<file path="config.mk">
export PLATFORM = sky130hd
export DESIGN_NAME = autoconfig_sequencer
export DESIGN_NICKNAME = d
export VERILOG_FILES = /design/src/rtl/autoconfig_sequencer_pkg.sv /design/src/rtl/autoconfig_sequencer.sv
export SDC_FILE = /design/constraint.sdc
export NUM_CORES = 1
export LEC_CHECK = 0
export CAP_MARGIN = 20
export CORE_ASPECT_RATIO = 0.6
export CORE_MARGIN = 5
export CORE_UTILIZATION = 30
export CTS_CLUSTER_SIZE = 8
export DETAILED_ROUTE_END_ITERATION = 12
export HOLD_SLACK_MARGIN = 0.08
export PLACE_DENSITY = 0.67
export REMOVE_ABC_BUFFERS = 1
export SETUP_SLACK_MARGIN = 0.2
export SYNTH_ARGS = -nofsm -noshare
export SYNTH_HDL_FRONTEND = slang
export SYNTH_SLANG_ARGS = --single-unit
</file>
<file path="constraint.sdc">
create_clock -name clk -period 3.9 [get_ports clk]
set_clock_uncertainty 0.05 [all_clocks]
set_input_delay 0.39 -clock clk [delete_from_list [all_inputs] [get_ports clk]]
set_output_delay 0.39 -clock clk [all_outputs]
set_load 0.03 [all_outputs]
</file>
<file path="src/rtl/autoconfig_sequencer_pkg.sv">
// autoconfig_sequencer_pkg: shared offsets, state encoding and defaults for the autoconfig responder
package autoconfig_sequencer_pkg;
    localparam int ACFG_NBOARDS = 7;
    localparam logic [6:0] ACFG_OFS_Z3BASE = 7'h22;
    localparam logic [6:0] ACFG_OFS_Z2BASE = 7'h24;
    localparam logic [6:0] ACFG_OFS_Z2LO = 7'h25;
    localparam logic [6:0] ACFG_OFS_SHUTUP = 7'h26;
    typedef enum logic [2:0] {SCAN, IDLE, RD1, RD2, ACK} acfg_state_t;
endpackage

</file>
<file path="src/rtl/autoconfig_sequencer.sv">
// autoconfig_sequencer: walks enabled boards through $E8xxxx, serving ROM nybbles and latching bases
module autoconfig_sequencer
    import autoconfig_sequencer_pkg::*;
#(
    parameter int NBOARDS = ACFG_NBOARDS,
    parameter logic [NBOARDS-1:0] Z3_MASK = 7'b0001110
) (
    input  logic                   clk,
    input  logic                   reset,
    input  logic                   sel,
    input  logic                   rw,
    input  logic [7:1]             addr,
    input  logic [15:0]            wdata,
    output logic                   ack,
    output logic [15:0]            rdata,
    output logic [8:0]             rom_addr,
    input  logic [3:0]             rom_q,
    input  logic [NBOARDS-1:0]     board_en,
    output logic [NBOARDS-1:0]     cfg_valid,
    output logic [16*NBOARDS-1:0]  cfg_base,
    output logic                   done
);
    acfg_state_t state, next;
    logic [2:0] cur;
    logic pend;
    logic at_end, wr, z3w, z2w, shut, adv, rd_rom;
    assign at_end = cur == 3'(NBOARDS);
    assign wr = state == IDLE && sel && !rw && !done;
    assign z3w = wr && addr == ACFG_OFS_Z3BASE && Z3_MASK[cur];
    assign z2w = wr && addr == ACFG_OFS_Z2BASE && !Z3_MASK[cur];
    assign shut = wr && addr == ACFG_OFS_SHUTUP;
    assign adv = z3w || z2w || shut;
    assign rd_rom = state == IDLE && sel && rw && !done && !addr[7];
    assign ack = state == ACK;
    assign rom_addr = {cur, addr[6:1]};
    always_ff @(posedge clk or posedge reset) begin
        if (reset) state <= SCAN;
        else state <= next;
    end
    always_comb begin
        next = state;
        case (state)
            SCAN: next = (at_end || board_en[cur]) ? IDLE : SCAN;
            IDLE: next = sel ? (rd_rom ? RD1 : ACK) : IDLE;
            RD1: next = RD2;
            RD2: next = ACK;
            ACK: next = pend ? SCAN : IDLE;
            default: next = SCAN;
        endcase
    end
    always_ff @(posedge clk or posedge reset) begin
        if (reset) begin
            cur <= '0;
            pend <= 1'b0;
            done <= 1'b0;
            rdata <= 16'hFFFF;
            cfg_valid <= '0;
            cfg_base <= '0;
        end else begin
            if (state == SCAN) begin
                if (at_end) done <= 1'b1;
                else if (!board_en[cur]) cur <= cur + 3'd1;
            end
            if (state == IDLE) pend <= adv;
            if (adv) cur <= cur + 3'd1;
            if (z3w || z2w) begin
                cfg_valid[cur] <= 1'b1;
                cfg_base[{cur, 4'h0} +: 16] <= z3w ? wdata : {8'h00, wdata[15:8]};
            end
            if (state == RD2) rdata <= {rom_q, 12'hFFF};
            else if (state == IDLE && sel && rw && !rd_rom) rdata <= 16'hFFFF;
        end
    end
endmodule

</file>
# Word level (Yosys, flattened, before mapping)
# Memories as Yosys holds them, arrays and structs flattened.
# Index checks and enable logic that the tools add are counted.
# totals
ff_bits	143
rom_bits	8
in_bits	38
out_inout_bits	146
word_cells	69
memories	1
# mem_list
name	depth	word_bits	read_ports	rd_ports_with_merged_regs	wr	line_no	text
(name not given)	8	1	1	0	0	autoconfig_sequencer.sv:30	assign z2w = wr && addr == ACFG_OFS_Z2BASE && !Z3_MASK[cur];
# op_classes
addsub	2
magnitude_cmp	2
n_eq_ne	10
n_shift	2
muxes	18
n_bitwise	1
reduce_logical	26
# ops
cell	n
bitwise mux 112 bit	1
variable shift 16 x 9 -> 112 bit (first input constant)	1
variable part select 16 x 9 -> 112 bit	1
two-way mux 16 bit	3
== test 7 x 6 -> 1 bit (second input constant)	3
two-way mux 3 bit	6
one-hot mux 3 bit (5 select lines)	1
logical AND 1 bit	13
negation 7 -> 9 bit	1
bitwise OR 7 bit	1
== test 3 x 2 -> 1 bit (second input constant)	2
== test 3 bit (second input constant)	2
zero test 1 bit	5
two-way mux 1 bit	5
less-than comparator 3 x 4 -> 1 bit (second input constant)	1
nonzero test 2 bit	2
adder 3 x 1 -> 3 bit (second input constant)	1
binary-select mux 1 bit (select 3 bit)	1
demux 1 bit (select 3 bit)	1
== test 3 x 1 -> 1 bit (second input constant)	1
>= comparator 3 x 1 -> 1 bit (second input constant)	1
zero test 3 bit	1
logical OR 1 bit	3
AND reduction 3 bit	1
other kinds (3)	3

# Depth between registers and ports, before layout
# Gate-level depths: netlist (run 1).
# logic_depth
ltp_word	10
mapped_depth	12

# Worst setup path before layout (run 1)
# No wires, ideal clock.
# synth_path
path_kind	register to register
startpoint	reg cur[0]
endpoint	reg cfg_base[16]
setup_time_ns	0.142
t_arrival_ns	2.680
required_ns	3.708
path_slack_ns	1.028
path_stages_with_launch	13
path_buffers	3
synth_period_minus_slack_ns	2.872
cell_sequence	dfrtp_1 > buf_2 > inv_1 > ha_1 > inv_1 > ha_1 > nand3b_1 > nor4_1 > and3_2 > buf_4 > buf_4 > mux2i_1 > o21ai_0
# synth_between
elab_chain_len	6
# synth_rtl
element	line_no	text
start: declaration	autoconfig_sequencer.sv:24	logic [2:0] cur;
start signal: assignment	autoconfig_sequencer.sv:62	else if (!board_en[cur]) cur <= cur + 3'd1;
start signal: assignment	autoconfig_sequencer.sv:65	if (adv) cur <= cur + 3'd1;
memory read (8 x 1 bit)	--	
two-way mux 1 bit (not written as such)	autoconfig_sequencer.sv:30	
logical AND 1 bit	autoconfig_sequencer.sv:29	assign z3w = wr && addr == ACFG_OFS_Z3BASE && Z3_MASK[cur];
two-way mux 16 bit	autoconfig_sequencer.sv:68	cfg_base[{cur, 4'h0} +: 16] <= z3w ? wdata : {8'h00, wdata[15:8]};
variable part select 16 x 9 -> 112 bit	autoconfig_sequencer.sv:68	
bitwise mux 112 bit	autoconfig_sequencer.sv:68	
end signal: indexed assignment	autoconfig_sequencer.sv:68	
end: declaration	autoconfig_sequencer.sv:20	output logic [16*NBOARDS-1:0] cfg_base,
# Parallel ways exist; a longest one is shown, timed or not. The select of a mux whose other input is x is not followed.
# A chain may end at the register's enable or synchronous reset.

# Final worst setup path (run 1)
# layout_path
startpoint	reg cur[1]
endpoint	reg cfg_base[37]
# Same word-level chain as after synthesis.

==> results of run 1 <==
[cells by family (layout without fill, tap and decap cells)]
family                   count (synthesis)  in the layout  share of synthesized area (%)
other                                    1             12                        0.06702
multiplexers                            13             13                          2.393
AND/OR/NAND/NOR                        178            178                          15.68
flip-flops                             131            131                          58.68
buffers and inverters                   59            235                          5.836
AO/OA/AOI/OAI                          139            139                          15.56
adder cells (fa/ha/maj)                  8              8                          1.789
[how the worst max path moves through the flow]
| stage | depth (start not counted) | startpoint | endpoint | slack (ps) |
|---|---|---|---|---|
| floorplan | 1 | reset | cfg_base[0]$_DFFE_PP0P_ | -30 |
| CTS | 9 | cur[1]$_DFFE_PP0P_ | cfg_base[37]$_DFFE_PP0P_ | 840 |
| finish | 9 | cur[1]$_DFFE_PP0P_ | cfg_base[37]$_DFFE_PP0P_ | 840 |
| global route | 9 | cur[1]$_DFFE_PP0P_ | cfg_base[37]$_DFFE_PP0P_ | 520 |
| global placement | 9 | cur[1]$_DFFE_PP0P_ | cfg_base[21]$_DFFE_PP0P_ | 1000 |
| detailed placement | 9 | cur[1]$_DFFE_PP0P_ | cfg_base[37]$_DFFE_PP0P_ | 840 |
[power groups by stage]
stage               Combinational, mW  Clock, mW  Sequential, mW
finish                          0.850       1.61            1.51
global route                    0.927       1.71            1.53
CTS                             0.853       1.65            1.51
detailed placement              0.849          0            1.54
global placement                0.843          0            1.54
floorplan                       0.415          0            1.63
[flip-flops by register name, indices dropped and copies added, names as in the netlist]
signal     flops
rdata          4
done           1
cur            3
cfg_valid      7
state          3
cfg_base     112
pend           1
[Yosys cell counts (2+ instances only)]
master,n
o21ai_0,75
mux2_2,3
nor3b_1,2
a22o_1,8
nand3b_1,3
inv_1,15
nand3_1,28
dfrtp_1,127
or3_2,2
o21ai_2,14
a31o_2,2
mux2i_1,10
o21bai_1,5
nand2_1,95
nor3_1,4
buf_6,3
ha_1,8
o21ai_1,3
dfstp_2,4
nor3_2,2
nand4_1,4
nor4_1,2
buf_2,6
buf_4,20
nor2_1,18
a21oi_1,11
o22a_1,5
clkbuf_1,15
o2bb2ai_1,8
nand4b_1,2
[layer usage]
metal  global-route usage, %  share of wire, %
met1                   25.42                51
met2                   22.12                40
met3                   7.405               9.3
met4                   2.786              0.27
met5                       0                 0
[per-stage QoR]
step           power (mW)  instances  utilization (%)  setup TNS (ps)  hold WS, ps
2_1_floorplan       2.044        496                -           -3947        420.6
3_3_place_gp        2.380        924            41.35               0        396.3
3_5_place_dp        2.388        924            41.35               0        399.0
4_1_cts             4.010        956            44.60               0        418.7
5_1_grt             4.162        956            44.60               0        430.5
6_report            3.977        956            44.60               0        406.0
[cell type report]
| cell class | instances | share of cell area, % |
|---|---|---|
| flip-flops and latches | 131 | 40.43 |
| multi-input cells | 350 | 25.03 |
| repair buffers | 188 | 22.80 |
| clock buffers | 18 | 5.407 |
| well taps | 240 | 3.697 |
| clock inverters | 14 | 1.880 |
| inverters | 15 | 0.7549 |
[cells in the final DEF (no fill, tap or decap), types with 4 or more instances in the layout]
cell and instances:
o21ai_0 75, o2bb2ai_1 8, dfstp_2 4, clkdlybuf4s50_1 171, nor3_1 4, dfrtp_1 127, o22a_1 5, a22o_1 8
conb_1 12, o21ai_2 14, buf_4 16, a21oi_1 11, nand4_1 4, nand3_1 28, clkinvlp_4 4, ha_1 8
inv_1 14, inv_6 5, nand2_1 95, mux2i_1 10, nor2_1 18, clkbuf_16 17, o21bai_1 5
[worst max-delay path, delay by kind of cell (launching register included)]
kind	cells	cell delay [ps]
compound gates	1	190
fa+ha+maj	2	400
mux	1	580
buf+inv	2	220
flops	1	560
simple gates	3	910
==> metrics.txt, run 1 <==
port bufs=171; storage element area=~0.0033 mm^2; CP max FO=17; biggest area consumer among synthesized cells=dfrtp_1; leak pwr=3.430 nW; commonest register cell after synthesis=dfrtp_1; # setup viols final=0; synthesized instance count=approximately 530; Sequential Power Share=38.0%; area delta synth->final=45.15%; area of the multi-input gates=0.002033 mm^2; Clock Power Share=40.6%; internal power=2.735 mW; worst hold path class=primary input to async pin; Slowest Stage Delay on Critical Path=580 ps; DR pass1 iterations=4; IO Count=184; total CTS buffers=17; worst reg2reg startpoint=cur[1]$_DFFE_PP0P_; number of flops mapped to enable cells by yosys=0; pins over their slew limit=0; Worst EP arrival=3270 ps; clk buf depth=2; DR vias=4540; fin crit share=78.40%; P_sw=1.242 mW; clock net sink count=131; antenna violations before repair=0; run status=complete, no violations; hold-fix buffer count after cts=0; vias per cell=4.749; Post-Route WL=18040 um; Die X=approximately 190 um; CP Capture Type=flip-flop; Initial DRC Count=328; first-pass GRT wire length=28060 um; Final Hold Fails=0; largest net degree at the start of global routing=a little under 70; reg2reg setup slack=840 ps; Die Y=between 100 and 150 um; Starting Density=30.73%; cell area after synthesis=0.005595 mm^2; CTS tree=built; nets@finish=between 700 and 800; Worst-Margin Slew=898.8 ps; detailed-placement wirelength estimate=approximately 13000 um; mean post-synth cell area=10.58 um^2; clock latency on the worst-skew pair=410 ps; DP Area=0.007530 mm^2; # diodes=0; CP Launch Type=flip-flop; ranking of synthesized cells by area=dfrtp_1 57%, o21ai_0 6.7%, nand2_1 6.4%; reg2reg path depth=9; fin area=0.008122 mm^2; ANT nets after route=0; clk slew on worst S/H paths=60 ps; # rows=38; final worst slack=842.5 ps; combinational power share=21.4%; number of global-route vias before repair=~4.6k; post-DR wirelength/cell=18.87 um; RSZ-0062 raised after global routing=false; post-CTS setup repair buffer count=0; sequential area share after synthesis=58.68%; # Max-Cap Violations=0; synth warn=0; area of the core=0.01821 mm^2; Tmin final=slightly above 3000 ps; maximum vdd drop=0.2514 mV; gr ovfl total=0; layout cell share with drive strength beyond 1=12.01%; # fillers=1771; clock root cell=clkbuf_16; pre-CTS setup slack=843.0 ps; Die Area=0.02157 mm^2; FFs w/ async S/R, synth=100.0%; worst path required time=between 4000 and 5000 ps; post-synth top area share=56.80%; Power Dens Cells=~490 mW/mm^2; post-synth cell types=55; critical register-to-register path endpoint=cfg_base[37]$_DFFE_PP0P_; Slew headroom=39.58%; register bit total from synthesis=131; H-tree depth=4; Max Fclk=327.1 MHz; DRC viols=0; total track usage=16.78%; critical path class=flip-flop to flip-flop; global placement routability congestion=about 0.75; crit-path cells=inv_1, ha_1, inv_1, ha_1, nand3b_1, nor4_1, and3_2, mux2i_1, o21ai_0; Sw Share=a little under a third; post-CTS sizing=0; slowest cell on the critical path=mux2i_1
Note: power is estimated with default switching activity, not from simulation.
==> run 2, diff against run 1 <==
- PLACE_DENSITY: 0.67 -> 0.65
- clock period: 3.9 -> 2.95 ns (I/O delays scaled with it)
==> run 2 against run 1 <==
- via count rose by 2.5%
- core utilization grew 0.58 points
- power rose by 35%
- critical path type unchanged
- highest routed layer unchanged
==> metrics.txt, run 2 (synthesis gave the netlist of run 1 again) <==
# diodes=0; total CTS buffers=17; gr ovfl total=0; worst hold path class=primary input to async pin; Fin Hold WS=slightly above 300 ps; maximum vdd drop=0.3240 mV; critical path class=flip-flop to flip-flop; detailed-placement wirelength estimate=approximately 13000 um; Final Hold Fails=0; Die Area=0.02157 mm^2; CTS tree=built; area of the core=0.01821 mm^2; Largest register FFs=112; most common cell after layout, fill and taps aside=clkdlybuf4s50_1; DR vias=4654; pre-CTS setup slack=226.3 ps; DP Area=0.007605 mm^2; total track usage=17.09%; Final Util=45.18%; post-CTS sizing=0; Die Y=115.8 um; pins over their slew limit=0; # fillers=1706; CP Capture Type=flip-flop; layout cell share with drive strength beyond 1=13.50%; Slew headroom=56.97%; Tmin final=2561 ps; RSZ-0062 raised after global routing=false; final worst slack=roughly 390 ps; # rows=38; Worst EP arrival=2790 ps; clock net sink count=131; # setup viols final=0; DR pass1 iterations=4; H-tree depth=4; reg2reg path depth=10; Post-Route WL=approximately 18000 um; DRC viols=0; CP max FO=32; worst reg2reg startpoint=cur[0]$_DFFE_PP0P_; largest delay contributor family on the critical path=simple AND/OR/NAND/NOR gates; clk slew on worst S/H paths=around 60 ps; Power Dens Cells=654.7 mW/mm^2; Worst Setup SP=cur[0]$_DFFE_PP0P_; Initial DRC Count=313; clock latency on the worst-skew pair=400 ps; Worst-Margin Slew=about 650 ps; clk buf depth=2; global placement routability congestion=0.8158; fin crit share=86.81%; post-DR wirelength/cell=18.90 um; crit-path cells=inv_1, ha_1, inv_1, ha_1, nand2b_1, o21a_2, or4_1, buf_4, nand2_1, o21ai_2; hold-fix buffer count after cts=0; crit path to=cfg_base[4]$_DFFE_PP0P_; reg2reg setup slack=390 ps; IO Count=184; Die X=between 150 and 200 um; run status=complete, no violations; leak pwr=3.493 nW; Worst Path Buf+Inv=3; top flop regs=cfg_base: 112 flops, cfg_valid: 7 flops, rdata: 4 flops; ANT nets after route=0; worst path required time=3180 ps; most frequent cells in the layout=171 x clkdlybuf4s50_1, 127 x dfrtp_1, 94 x nand2_1, 75 x o21ai_0, 28 x nand3_1; fin area=0.008227 mm^2; Reg with most FFs=cfg_base; Power Total=around 5.4 mW; area delta synth->final=47.03%; first-pass GRT wire length=28750 um; port bufs=171; largest net degree at the start of global routing=69; nets@finish=~760; Critical Path Stages=10; CP Launch Type=flip-flop; Slowest Stage Delay on Critical Path=510 ps; clock root cell=clkbuf_16; # Max-Cap Violations=0; vias per cell=4.818; post-CTS setup repair buffer count=0; Max Fclk=390.5 MHz; antenna violations before repair=0; critical register-to-register path endpoint=cfg_base[4]$_DFFE_PP0P_; Starting Density=30.73%; number of global-route vias before repair=4728; slowest cell on the critical path=or4_1
==> run 2: cell count changes in the layout (fill, tap and decap cells not counted) <==
cell / before / now
nand2_2: 0 / 1
o21a_2: 0 / 1
bufinv_16: 2 / 3
nand2_1: 95 / 94
o21a_1: 1 / 0
and3_4: 0 / 1
clkinvlp_4: 4 / 3
and3_2: 1 / 0
buf_4: 16 / 26
==> run 2: metrics by stage <==
step	setup TNS, ps	std cells
after floorplan	-117420	496
after global placement	0	934
after detailed placement	0	934
after CTS	0	966
after global routing	0	966
final	0	966
==> run 2: worst min-delay path by stage <==
stage / slack (ps) / end / from / cells after the start
CTS: 330 / cfg_base[111]$_DFFE_PP0P_ / reset / 2
global placement: 400 / cfg_valid[0]$_DFFE_PP0P_ / cfg_valid[0]$_DFFE_PP0P_ / 1
floorplan: 370 / cfg_base[14]$_DFFE_PP0P_ / wdata[14] / 2
detailed placement: 410 / cfg_valid[0]$_DFFE_PP0P_ / cfg_valid[0]$_DFFE_PP0P_ / 1
global route: 380 / cfg_base[111]$_DFFE_PP0P_ / reset / 2
finish: 310 / cfg_base[111]$_DFFE_PP0P_ / reset / 2
==> run 2: cell type report <==
type                       count  area [um^2]  share of cell area, %
clock buffer                  18        439.2                  5.338
sequential                   131         3283                  39.91
inverter                      15        61.31                 0.7452
multi-input combinational    350         2041                  24.81
clock inverter                14        175.2                  2.129
timing repair buffer         198         1927                  23.42
tap                          240        300.3                  3.650
==> run 2: report_power, final <==
part | switching (mW) | total (mW) | internal (mW)
registers | 0.0691 | 1.96 | 1.89
clock network | 0.842 | 2.21 | 1.36
logic | 0.740 | 1.22 | 0.479
total | 1.65 | 5.39 | 3.73
==> run 2: per-layer routing <==
metal	track usage (%)	vias up	routed length (um)
li1	-	2197	-
met1	25.55	2275	9158
met2	23.80	169	7426
met3	6.442	13	1575
met4	2.981	0	102
met5	0	-	0
==> run 3, diff against run 2 <==
- CORE_ASPECT_RATIO: 0.6 -> 0.9
==> run 3 against run 2 <==
- setup slack got worse by 5.2 ps
- power decreased by 1.1%
- sequential power about the same
- first-iteration DRC count shrank 14%
- register-to-register slack is essentially flat
- sequential share of layout area fell by 0.073 points
- via count decreased by 2.2%
- global-route usage is 0.058 points lower
- fmax is 0.20% lower
- worst hold slack worse by 53 ps
- critical endpoint is now cfg_base[13]$_DFFE_PP0P_
==> metrics.txt, run 3 (synthesis gave the netlist of run 1 again) <==
run status=complete, no violations; area of the core=0.01835 mm^2; area delta synth->final=47.29%; crit-path cells=inv_1, ha_1, inv_1, ha_1, nand2b_1, o21a_2, or4_1, buf_4, nand2_1, o21ai_2; ANT nets after route=0; nets@finish=761; DRC viols=0; clock root cell=clkbuf_16; Slowest Stage Delay on Critical Path=570 ps; Slew headroom=64.54%; port bufs=between 150 and 200; # rows=47; clk slew on worst S/H paths=around 60 ps; Die Y=139.6 um; Finished Layout Cells=between 900 and 1k; Initial DRC Count=270; leak pwr=3.507 nW; most common cell after layout, fill and taps aside=clkdlybuf4s50_1; CTS tree=built; layout cell share with drive strength beyond 1=13.32%; number of global-route vias before repair=4709; final worst slack=384.0 ps; # fillers=1785; Die Area=0.02149 mm^2; clock net sink count=~130; total track usage=17.04%; # diodes=0; total negative slack=0 ps; CP max FO=22; Power Dens Cells=646.4 mW/mm^2; reg2reg setup slack=380 ps; CP Launch Type=flip-flop; Post-Route WL=around 18000 um; IO Count=approximately 180; total CTS buffers=17; first-pass GRT wire length=~28000 um; Fin Hold WS=254.0 ps; H-tree depth=4; Worst-Margin Slew=527.8 ps; clock latency on the worst-skew pair=420 ps; worst path required time=between 3000 and 4000 ps; fin crit share=about 87%; Worst EP arrival=2810 ps; Power Total=5.327 mW; most frequent cells in the layout=171 x clkdlybuf4s50_1, 127 x dfrtp_1, 94 x nand2_1, 75 x o21ai_0, 28 x nand3_1; DP Cell Count=941; critical path class=flip-flop to flip-flop; storage element area=roughly 0.0033 mm^2; maximum vdd drop=0.3706 mV; Tmin final=2566 ps; gr ovfl total=0; Largest register FFs=112; Reg with most FFs=cfg_base; worst hold path class=primary input to async pin; DR pass1 iterations=4; # setup viols final=0; pre-CTS setup slack=~250 ps; post-CTS setup repair buffer count=0; Starting Density=30.50%; Die X=154.0 um; # Max-Cap Violations=0; global placement routability congestion=between 0.7 and 0.8; Final Hold Fails=0; RSZ-0062 raised after global routing=true; pins over their slew limit=0; Max Fclk=389.7 MHz; vias per cell=between 4 and 5; slowest cell on the critical path=or4_1; area of the multi-input gates=0.002041 mm^2; clk buf depth=2; largest net degree at the start of global routing=54; detailed-placement wirelength estimate=~13000 um; DR vias=4550; post-DR wirelength/cell=18.47 um; antenna violations before repair=1; top flop regs=cfg_base: 112 flops, cfg_valid: 7 flops, rdata: 4 flops; CP Capture Type=flip-flop
[run 3: changes by cell type in the layout (fill, tap and decap cells not counted), sizes merged]
cell      before  now
clkinvlp       3    1
buf           27   29
inv           19   15
clkbuf        18   22
clkinv         4    6
[run 3: metrics by stage]
step	utilization, %	cell area (um^2)
2_1_floorplan	-	5366
3_3_place_gp	41.63	7639
3_5_place_dp	41.63	7639
4_1_cts	44.88	8234
5_1_grt	44.92	8242
6_report	44.92	8242
[run 3: path summary, 6_finish.rpt]
| path | startpoint | to | depth (start not counted) |
|---|---|---|---|
| min in group clk | cfg_valid[0]$_DFFE_PP0P_ | cfg_valid[0]$_DFFE_PP0P_ | 1 |
| worst max register to register | cur[0]$_DFFE_PP0P_ | cfg_base[13]$_DFFE_PP0P_ | 10 |
| worst min register to register | cfg_valid[0]$_DFFE_PP0P_ | cfg_valid[0]$_DFFE_PP0P_ | 1 |
| max in group asynchronous | reset | cfg_base[80]$_DFFE_PP0P_ | 3 |
| worst max-delay path | cur[0]$_DFFE_PP0P_ | cfg_base[13]$_DFFE_PP0P_ | 10 |
| worst min-delay path | reset | cfg_base[24]$_DFFE_PP0P_ | 2 |
[run 3: layout make-up]
class,count,share of cell area (%)
Inverter,15,0.7439
Multi-Input combinational cell,350,24.76
Sequential cell,131,39.84
Clock buffer,22,5.632
Timing Repair Buffer,200,23.71
Tap cell,245,3.719
Clock inverter,10,1.594
[run 3: power by group]
group / total [mW] / internal (mW) / leakage [nW] / switching (mW)
clock network: 2.15 / 1.37 / 0.294 / 0.788
registers: 1.96 / 1.89 / 1.76 / 0.0651
logic: 1.21 / 0.474 / 1.45 / 0.741
[run 3: worst max-delay path, delay by kind of cell (launching register included)]
family          cells  cell delay, ps
flops               1             370
fa+ha+maj           2             380
simple gates        3             870
buf+inv             3             440
compound gates      2             320
[run 3: repair_timing]
action | CTS | global route
gates resized for setup | 0 | 3
endpoints found under the setup margin | 0 | 33
hold buffers | 0 | 0
[run 3: routing by layer]
metal  global-route usage [%]  routed length (um)
met4                    5.158                 260
met5                        0                  18
met3                    5.247                1046
met2                    26.70                8311
met1                    22.76                8336
